$ cat config.mk
export PLATFORM = sky130hd
export DESIGN_NAME = serial_subtractor_n
export DESIGN_NICKNAME = d
export VERILOG_FILES = /design/src/rtl/arith_pkg.sv /design/src/rtl/full_subtractor.sv /design/src/rtl/serial_subtractor_n.sv
export SDC_FILE = /design/constraint.sdc
export NUM_CORES = 1
export LEC_CHECK = 0
export CAP_MARGIN = 15
export CELL_PAD_IN_SITES_DETAIL_PLACEMENT = 1
export CELL_PAD_IN_SITES_GLOBAL_PLACEMENT = 1
export CORE_ASPECT_RATIO = 0.8
export CORE_MARGIN = 3
export CORE_UTILIZATION = 42
export CTS_BUF_LIST = sky130_fd_sc_hd__clkbuf_8 sky130_fd_sc_hd__clkbuf_16
export CTS_CLUSTER_SIZE = 30
export DETAILED_ROUTE_END_ITERATION = 7
export GPL_TIMING_DRIVEN = 0
export MAX_ROUTING_LAYER = met4
export PLACE_DENSITY = 0.79
export REMOVE_ABC_BUFFERS = 1
export SLEW_MARGIN = 20
export SYNTH_ARGS = -nofsm -noshare
export SYNTH_HDL_FRONTEND = slang
export SYNTH_SLANG_ARGS = --single-unit
$ cat constraint.sdc
create_clock -name clk -period 3.19 [get_ports clk]
set_clock_uncertainty 0.1 [all_clocks]
set_input_delay 0.7975 -clock clk [delete_from_list [all_inputs] [get_ports clk]]
set_output_delay 0.7975 -clock clk [all_outputs]
set_load 0.01 [all_outputs]
$ cat src/rtl/arith_pkg.sv
// Shared types and helpers for the serial arithmetic blocks.
package arith_pkg;

  typedef enum logic [1:0] {
    S_IDLE = 2'd0,
    S_RUN  = 2'd1,
    S_DONE = 2'd2
  } sub_state_t;

  // Bit-counter width able to hold the values 0..n.
  function automatic int cnt_width(input int n);
    return $clog2(n + 1);
  endfunction

endpackage

$ cat src/rtl/full_subtractor.sv
// One-bit full subtractor: d = a - b - bor_in, with borrow-out.
module full_subtractor (
  input  logic a,
  input  logic b,
  input  logic bor_in,
  output logic d,
  output logic bor_out
);

  assign d       = a ^ b ^ bor_in;
  assign bor_out = (~a & b) | (~(a ^ b) & bor_in);

endmodule

$ cat src/rtl/serial_subtractor_n.sv
// Bit-serial N-bit subtractor (diff = a - b - b_in), LSB first, start/busy/done handshake.
// Optional signed overflow output enabled by defining SERIAL_SUB_OVERFLOW_EN.
module serial_subtractor_n
  import arith_pkg::*;
#(
  parameter int N = 4
) (
  input  logic         clk,
  input  logic         rst_n,
  input  logic         start,
  input  logic [N-1:0] a,
  input  logic [N-1:0] b,
  input  logic         b_in,
  output logic         busy,
  output logic         done,
  output logic [N-1:0] diff,
  output logic         b_out
`ifdef SERIAL_SUB_OVERFLOW_EN
  ,
  output logic         overflow
`endif
);

  localparam int CNT_W = cnt_width(N);
  localparam logic [CNT_W-1:0] LAST_CNT = CNT_W'(N - 1);

  sub_state_t     state_r, state_nxt_s;
  logic [N-1:0]   a_sr_r, b_sr_r, diff_r, diff_shift_s;
  logic [CNT_W-1:0] cnt_r;
  logic           bor_r, b_out_r, busy_r, done_r;
  logic           load_s, last_bit_s, d_s, bor_out_s;
`ifdef SERIAL_SUB_OVERFLOW_EN
  logic           ovf_r;
`endif

  full_subtractor u_fs (
    .a       (a_sr_r[0]),
    .b       (b_sr_r[0]),
    .bor_in  (bor_r),
    .d       (d_s),
    .bor_out (bor_out_s)
  );

  // Next-state decode; start is accepted only in IDLE or DONE.
  always_comb begin
    state_nxt_s  = state_r;
    load_s       = 1'b0;
    last_bit_s   = (cnt_r == LAST_CNT);
    diff_shift_s = diff_r >> 1;
    diff_shift_s[N-1] = d_s;
    case (state_r)
      S_IDLE: begin
        if (start) begin
          load_s      = 1'b1;
          state_nxt_s = S_RUN;
        end else begin
          state_nxt_s = S_IDLE;
        end
      end
      S_RUN: begin
        if (last_bit_s) begin
          state_nxt_s = S_DONE;
        end else begin
          state_nxt_s = S_RUN;
        end
      end
      S_DONE: begin
        if (start) begin
          load_s      = 1'b1;
          state_nxt_s = S_RUN;
        end else begin
          state_nxt_s = S_IDLE;
        end
      end
      default: begin
        state_nxt_s = S_IDLE;
      end
    endcase
  end

  // State, operand shift registers, borrow flop and result registers.
  always_ff @(posedge clk or negedge rst_n) begin
    if (!rst_n) begin
      state_r <= S_IDLE;
      a_sr_r  <= {N{1'b0}};
      b_sr_r  <= {N{1'b0}};
      diff_r  <= {N{1'b0}};
      cnt_r   <= {CNT_W{1'b0}};
      bor_r   <= 1'b0;
      b_out_r <= 1'b0;
      busy_r  <= 1'b0;
      done_r  <= 1'b0;
`ifdef SERIAL_SUB_OVERFLOW_EN
      ovf_r   <= 1'b0;
`endif
    end else begin
      state_r <= state_nxt_s;
      busy_r  <= (state_nxt_s == S_RUN);
      done_r  <= (state_nxt_s == S_DONE);
      if (load_s) begin
        a_sr_r <= a;
        b_sr_r <= b;
        bor_r  <= b_in;
        cnt_r  <= {CNT_W{1'b0}};
      end else if (state_r == S_RUN) begin
        a_sr_r  <= a_sr_r >> 1;
        b_sr_r  <= b_sr_r >> 1;
        bor_r   <= bor_out_s;
        cnt_r   <= cnt_r + CNT_W'(1);
        diff_r  <= diff_shift_s;
        b_out_r <= bor_out_s;
`ifdef SERIAL_SUB_OVERFLOW_EN
        // On the last bit the shift registers hold the captured operand signs.
        if (last_bit_s) begin
          ovf_r <= (a_sr_r[0] ^ b_sr_r[0]) & (d_s ^ a_sr_r[0]);
        end
`endif
      end
    end
  end

  assign busy  = busy_r;
  assign done  = done_r;
  assign diff  = diff_r;
  assign b_out = b_out_r;
`ifdef SERIAL_SUB_OVERFLOW_EN
  assign overflow = ovf_r;
`endif

endmodule

==> flow_summary.ini, run 1 <==
[run_status]
status = completed

[critical_path]
cp_max_fo = 3
worstSetupEndpointType = output port
rr_startpoint = state_r[0]
slowest_stage = clkdlybuf4s50_1
cp.depth = 1
cp_num_buf_inv = 1
cp-start-kind = register
cp_top_family = buffers and inverters
cpPeakStageDelay_ns = 0.54
cp-startpoint = diff[2]
critical_path_class = register to output port
r2r_cells = 3
cp.arrival_ns = 1.17
cp.required_ns = 2.29
worstPathCellList = clkdlybuf4s50_1

[place]
place_hpwl_um = 1360
gp_congestion = 0.703
dpl.cell_count = 114
numPortBuffers = 18

[die]
dieArea_um2 = 2830
start_util_pct = 46.9
die_h_um = 48.2
die_w_um = 58.8
ios = 19
core-area_um2 = 2000
fp-row-count = 14

[cells_and_area]
layout_common_cells = dfrtp_1, clkdlybuf4s50_1, inv_1
drive_gt1_share_pct = 13.8
n_fill_cell = 217
final_util_pct = 57.1
final_cells = 118
n_antenna_cell = 0
multi_input_area_um2 = 330
layout-area-overhead-vs-synth_pct = 21.9
nets = 110
seq_area_um2 = 526
final_common_cell = dfrtp_1

[grt]
grt.total_usage_pct = 16.3
grt_pass1_vias = 693
antenna_found_initial = 0
grt_pass1_wl_um = 3160
overflow = 0
grt_max_degree = 22

[hold_path]
min_path_cells = 1
min_path_type = register to register
worstHoldStart = cnt_r[2]

[logic_synthesis]
yosysTopAreaCell = dfrtp_1
yosys_warnings = 0
synth.avg_cell_area_um2 = 12.2
ys_seq_area_share_pct = 56.1
asyncSetResetFlopFracSynth_pct = 100
syn_inst = 77
synth.distinct_cells = 23
yosys-top-cells-area = dfrtp_1, mux2_2, buf_6
synth-seq-cells = 21
ys.flop_type = dfrtp_1
synth_edf_count = 0
syn_area_um2 = 936
yosys.area.top_type_share_pct = 56.1

[clock_network]
cts_root_buf = clkbuf_8
htreeDepth = 1
ctsResizeCount = 0
cts_inserted_buffers = 3
clk_latency_ns = 0.26
cts.path.max_buffers = 2
holdBufCountCts = 0
cts_setup_buffers = 0
clock_sinks = 21
clk_pin_slew_ns = 0.07
cts_tree = built

[route]
drc = 0
vias = 635
viasPerCell = 5.38
wirelength_um = 1830
drt_iter0_markers = 7
firstDrtPassIters = 2
ant_nets = 0
post_drt_wl_per_cell_um = 15.5

[sta]
layout_min_cycle_time_ns = 2.07
tightest_slew_ns = 0.944
fin_setup_tns_ns = 0
finalHoldViolCount = 0
fmax_mhz = 483
relSlewSlack_pct = 36.9
fin_crit_sh_pct = 65.0
rsz0062_at_grt = false
final_max_slew_viol_count = 0
setup_viol = 0
holdWs_ns = 0.394

[power]
p_per_area_nw_per_um2 = 1020
power_frac_clock_pct = 14.4
p_total_mw = 1.16
power.internal_uw = 759
cellLeakagePower_nw = 0.507
p_switching_uw = 401
combinationalPowerShare_pct = 44.2
vdd_drop_max_mv = 0.550
switching_share_pct = 34.6
seq_power_share_pct = 41.4

[run]
maxCapViolCount = 0
[cell families (layout without fill, tap and decap cells)]
kind of cell	Yosys count	after routing	synth area share, %
compound gates	22	22	14.7
flops	21	21	56.1
buf+inv	13	30	8.56
simple gates	11	11	7.49
fa+ha+maj	3	3	4.81
mux	7	7	8.29
[registers in the layout (all words and copies together) (netlist names)]
name / flops
diff: 4
b_out: 1
done: 1
cnt_r: 3
bor_r: 1
busy: 1
a_sr_r: 4
state_r: 2
b_sr_r: 4
[layer usage]
layer  vias to the layer above  part of all wire, %  GRT usage (%)
li1                        300                    -              -
met4                         0                  1.7           6.79
met2                        15                   53           29.5
met3                         4                  4.6           4.76
met5                         -                    0              -
met1                       316                   41           17.1
[worst paths after layout]
path                              to  slack (ns)
setup / recovery             diff[2]        1.12
hold / removal              cnt_r[2]        0.39
setup reg to reg           a_sr_r[3]        1.48
hold reg to reg             cnt_r[2]        0.39
max in group asynchronous  a_sr_r[0]        1.45
min in group asynchronous    diff[0]        0.96
[power groups by stage]
stage	clock network [mW]	registers (mW)	logic [mW]
3_3_place_gp	0	0.477	0.491
4_1_cts	0.173	0.483	0.529
6_report	0.167	0.480	0.513
2_1_floorplan	0	0.484	0.317
5_1_grt	0.186	0.496	0.594
3_5_place_dp	0	0.486	0.527
[cell usage after synthesis, types with 2 or more instances]
| cell | number |
|---|---|
| a211oi_1 | 2 |
| a21oi_1 | 7 |
| a22o_1 | 2 |
| buf_6 | 4 |
| dfrtp_1 | 21 |
| ha_1 | 2 |
| inv_1 | 8 |
| mux2_2 | 6 |
| nor2_1 | 3 |
| nor2b_1 | 2 |
| o21ai_0 | 4 |
| o22ai_1 | 5 |
[cell type report]
class,instances,share of cell area (%)
Inverter,8,2.63
Timing Repair Buffer,18,15.8
Tap cell,24,2.63
Multi-Input combinational cell,43,28.9
Clock inverter,1,0.329
Sequential cell,21,46.1
Clock buffer,3,3.62
[stage by stage]
step           instance area (um2)  worst slack (ns)
2_1_floorplan                  886              1.75
3_3_place_gp                  1100              1.01
3_5_place_dp                  1100             0.977
4_1_cts                       1140              1.11
5_1_grt                       1140              1.06
6_report                      1140              1.12
Power figures use the tool's default switching activity.
==> inputs of run 2 (changes only) <==
--- a/config.mk
+++ b/config.mk
@@ -10,13 +10,13 @@
 export CELL_PAD_IN_SITES_GLOBAL_PLACEMENT = 1
 export CORE_ASPECT_RATIO = 0.8
 export CORE_MARGIN = 3
-export CORE_UTILIZATION = 42
+export CORE_UTILIZATION = 39
 export CTS_BUF_LIST = sky130_fd_sc_hd__clkbuf_8 sky130_fd_sc_hd__clkbuf_16
 export CTS_CLUSTER_SIZE = 30
 export DETAILED_ROUTE_END_ITERATION = 7
 export GPL_TIMING_DRIVEN = 0
 export MAX_ROUTING_LAYER = met4
-export PLACE_DENSITY = 0.79
+export PLACE_DENSITY = 0.74
 export REMOVE_ABC_BUFFERS = 1
 export SLEW_MARGIN = 20
 export SYNTH_ARGS = -nofsm -noshare
==> constraint.sdc (replaced) <==
create_clock -name clk -period 2 [get_ports clk]
set_clock_uncertainty 0.1 [all_clocks]
set_input_delay 0.5 -clock clk [delete_from_list [all_inputs] [get_ports clk]]
set_output_delay 0.5 -clock clk [all_outputs]
set_load 0.01 [all_outputs]
==> run 2 against run 1 <==
Clock-buffer cell count did not move. Setup slack worse by 0.88 ns. First-iteration DRC count is 14% lower. Wire length shrank 3.4%. Final area rose by 0.22%. Combinational power up 57%. Register-to-register slack worse by 1.2 ns. Sequential share of layout area decreased by 0.10 points. Critical path type unchanged. Largest power group unchanged. Highest routed layer unchanged.
==> flow_summary.ini, run 2 (synthesized netlist as in run 1, its figures left out) <==
[hold_path]
min_to = b_out
worstHoldStart = b_out
min_path_type = register to register
min_path_cells = 2

[critical_path]
worstSetupEndpointType = output port
rr_startpoint = state_r[0]
r2r_end = a_sr_r[3]
cp_num_buf_inv = 1
cp-start-kind = register
slowest_stage = clkdlybuf4s50_1
cp.arrival_ns = 1.17
critical_path_class = register to output port
cp_max_fo = 3
rrSetupSlack_ns = 0.29
r2r_cells = 3
cp_top_family = buffers and inverters
cp.required_ns = 1.40
worstPathCellList = clkdlybuf4s50_1
cpPeakStageDelay_ns = 0.54

[clock_network]
htreeDepth = 1
cts_setup_buffers = 0
clk_pin_slew_ns = 0.08
cts_inserted_buffers = 3
ctsResizeCount = 0
cts_tree = built
cts.path.max_buffers = 2
holdBufCountCts = 0
clk_latency_ns = 0.26
cts_root_buf = clkbuf_8
clock_sinks = 21

[cells_and_area]
nets = 110
n_antenna_cell = 0
layout_common_cells = dfrtp_1, clkdlybuf4s50_1, inv_1
drive_gt1_share_pct = 14.9
final_util_pct = 51.6
design_area_um2 = 1140
final_cells = 119
final_common_cell = dfrtp_1
layout-area-overhead-vs-synth_pct = 22.2

[sta]
tightest_slew_ns = 0.919
final_max_slew_viol_count = 0
setup_viol = 0
rsz0062_at_grt = false
holdWs_ns = 0.382
fin_setup_tns_ns = 0
relSlewSlack_pct = 38.5
fin_crit_sh_pct = 88.3
setup_ws_ns = 0.235
finalHoldViolCount = 0
layout_min_cycle_time_ns = 1.77
fmax_mhz = 567

[die]
die_h_um = 49.8
start_util_pct = 42.3
die_w_um = 60.8
fp-row-count = 15
ios = 19
core-area_um2 = 2210
dieArea_um2 = 3030

[place]
place_area_um2 = 1100
pre_cts_ws_ns = 0.101
dpl.cell_count = 115
numPortBuffers = 18
place_hpwl_um = 1260
gp_congestion = 0.674

[power]
cellLeakagePower_nw = 0.505
vdd_drop_max_mv = 0.706
p_total_mw = 1.85
p_per_area_nw_per_um2 = 1610

[route]
post_drt_wl_per_cell_um = 14.8
viasPerCell = 5.16
wirelength_um = 1770
firstDrtPassIters = 3
vias = 614
drc = 0
ant_nets = 0
drt_iter0_markers = 6

[grt]
overflow = 0
grt_pass1_wl_um = 3050
grt.total_usage_pct = 14.6
antenna_found_initial = 0
grt_pass1_vias = 658
grt_max_degree = 22

[run_status]
status = completed

[run]
maxCapViolCount = 0
==> run 2: changes by cell type in the layout (fill, tap and decap cells not counted), sizes merged <==
cell    before  now
inv          9    8
clkinv       0    1
==> run 2: final cells by class <==
type                       instances  area [um2]
fill                             251        1070
multi-input combinational         43         330
clock inverter                     1        5.00
clock buffer                       3        41.3
tap                               25        31.3
timing repair buffer              18         180
sequential                        21         526
inverter                           8        30.0
==> run 2: worst reg2reg max path, delay by kind of cell, from the launching register on <==
family | cells | cell delay (ns)
simple gates | 2 | 0.81
compound gates | 1 | 0.18
flops | 1 | 0.51
==> run 2: per-layer routing <==
metal  vias to the layer above  track usage [%]  wire length [um]
li1                        298                -                 -
met1                       299             16.9               792
met2                        15             23.5               856
met3                         2             6.28               109
met4                         0             3.25                 8
met5                         -                -                 0
==> run 2: where the power goes <==
group          switching, mW  internal, mW
combinational          0.364         0.443
sequential             0.132         0.630
clock                  0.140         0.139
total                  0.635          1.21
==> run 2: worst max-delay path by stage <==
stage                    start   endpoint  slack, ns  depth (start not counted)
floorplan           state_r[1]  a_sr_r[3]       0.56                          3
global placement         start  a_sr_r[3]       0.12                          4
detailed placement       start  a_sr_r[3]       0.10                          4
CTS                    diff[3]    diff[3]       0.22                          1
global route        state_r[0]  a_sr_r[3]       0.10                          3
finish                 diff[2]    diff[2]       0.23                          1
==> inputs of run 3 (changes only) <==
--- a/config.mk
+++ b/config.mk
@@ -9,7 +9,7 @@
 export CELL_PAD_IN_SITES_DETAIL_PLACEMENT = 1
 export CELL_PAD_IN_SITES_GLOBAL_PLACEMENT = 1
 export CORE_ASPECT_RATIO = 0.8
-export CORE_MARGIN = 3
+export CORE_MARGIN = 2
 export CORE_UTILIZATION = 39
 export CTS_BUF_LIST = sky130_fd_sc_hd__clkbuf_8 sky130_fd_sc_hd__clkbuf_16
 export CTS_CLUSTER_SIZE = 30
@@ -17,7 +17,6 @@
 export GPL_TIMING_DRIVEN = 0
 export MAX_ROUTING_LAYER = met4
 export PLACE_DENSITY = 0.74
-export REMOVE_ABC_BUFFERS = 1
 export SLEW_MARGIN = 20
 export SYNTH_ARGS = -nofsm -noshare
 export SYNTH_HDL_FRONTEND = slang
==> run 3 against run 2 <==
The run now ends with design-rule violations left. Total power up 5.7%. Core utilization is 2.2 points higher. Wire length up 3.6%. Non-clock buffer count grew 5. Final area increased by 4.3%. First-iteration DRC count up 50%. Critical path type is now primary input to register. Critical endpoint is now a_sr_r[3].
==> flow_summary.ini, run 3 (synthesized netlist as in run 1, its figures left out) <==
[grt]
grt_max_degree = 22
overflow = 0
grt_pass1_vias = 664
grt_pass1_wl_um = 3070
grt.total_usage_pct = 16.2
antenna_found_initial = 0

[cells_and_area]
layout-area-overhead-vs-synth_pct = 27.4
drive_gt1_share_pct = 18.2
final_util_pct = 53.8
n_fill_cell = 243
layout_common_cells = dfrtp_1, clkdlybuf4s50_1, inv_1
nets = 115
multi_input_area_um2 = 330
seq_area_um2 = 526
n_antenna_cell = 0
final_common_cell = dfrtp_1

[sta]
rsz0062_at_grt = false
setup_viol = 0
fin_crit_sh_pct = 88.2
fmax_mhz = 567
finalHoldViolCount = 0
layout_min_cycle_time_ns = 1.76
relSlewSlack_pct = 38.2
tightest_slew_ns = 0.924
final_max_slew_viol_count = 0

[place]
gp_congestion = 0.707
place_hpwl_um = 1340
numPortBuffers = 18

[die]
die_w_um = 58.8
start_util_pct = 42.3
dieArea_um2 = 2810
core-area_um2 = 2210
fp-row-count = 15
die_h_um = 47.8
ios = 19

[clock_network]
ctsResizeCount = 0
htreeDepth = 1
cts_setup_buffers = 0
clk_latency_ns = 0.25
cts_tree = built
cts_inserted_buffers = 3
holdBufCountCts = 0
clk_pin_slew_ns = 0.07
cts_root_buf = clkbuf_8
clock_sinks = 21
cts.path.max_buffers = 2

[power]
cellLeakagePower_nw = 0.535
switching_share_pct = 33.7
power_frac_clock_pct = 13.5
p_per_area_nw_per_um2 = 1640
p_total_mw = 1.95
vdd_drop_max_mv = 0.724
seq_power_share_pct = 38.0
combinationalPowerShare_pct = 48.5
p_switching_uw = 658
power.internal_mw = 1.29

[run_status]
status = finished with violations
violations = design-rule violations

[critical_path]
slowest_stage = clkdlybuf4s50_1
r2r_cells = 4
critical_path_class = primary input to register
crit_top_cell = buf_6
worstSetupEndpointType = register
cp-start-kind = primary input
cp.required_ns = 2.05
cp.arrival_ns = 1.81
worstPathCellList = clkdlybuf4s50_1, nand2b_4, buf_6, and2_4, buf_6, a22o_1
cp_max_fo = 9
cpPeakStageDelay_ns = 0.66

[route]
firstDrtPassIters = 6
post_drt_wl_per_cell_um = 14.8
ant_nets = 0
wirelength_um = 1830
viasPerCell = 5.10
vias = 633
drc = 2
drt_iter0_markers = 9

[run]
maxCapViolCount = 0

[hold_path]
min_path_type = register to register
min_path_cells = 2

[logic_synthesis]
syn_nets = 92
-- run 3: path summary, 6_finish.rpt --
path,start,slack [ns],endpoint
setup / recovery,start,0.24,a_sr_r[3]
hold / removal,b_out,0.39,b_out
setup reg to reg,b_sr_r[0],0.56,bor_r
hold reg to reg,b_out,0.39,b_out
max in group asynchronous,rst_n,0.58,diff[3]
min in group asynchronous,rst_n,0.66,diff[0]
-- run 3: worst max-delay path: cells and delay by family --
kind                   cells  cell delay, ns
buffers and inverters      3            0.93
and+or+nand+nor            2            0.20
AOI/OAI and AO/OA          1            0.18
-- run 3: layout make-up --
cell class / instances / area share (%)
repair buffers: 18 / 15.1
multi-input cells: 43 / 27.7
inverters: 8 / 2.52
clock buffers: 3 / 3.46
clock inverters: 1 / 0.315
plain buffers: 5 / 4.20
flip-flops and latches: 21 / 44.1
well taps: 25 / 2.62
-- run 3: metrics by stage --
stage	instances	area (um2)	setup WS, ns	setup TNS, ns	hold WS, ns
final	124	1190	0.236	0	0.393
after global routing	124	1190	0.194	0	0.422
after CTS	124	1190	0.224	0	0.401
after detailed placement	120	1150	-0.0315	-0.0626	0.384
after global placement	120	1150	-0.00283	-0.00283	0.360
after floorplan	77	936	0.644	0	0.104
-- run 3: routing by layer --
layer  global-route usage, %  up-vias  share of wire, %
met1                    18.5      306                46
met5                       -        -                 0
met2                    27.6       16                48
met3                    5.14        2               5.4
met4                    5.45        0              0.93
li1                        -      309                 -
-- run 3: power groups by stage --
stage	logic [mW]	clock network (mW)	registers, mW
2_1_floorplan	0.618	0	0.760
3_3_place_gp	0.914	0	0.741
3_5_place_dp	0.961	0	0.750
4_1_cts	0.969	0.275	0.743
5_1_grt	1.06	0.286	0.767
6_report	0.947	0.263	0.741
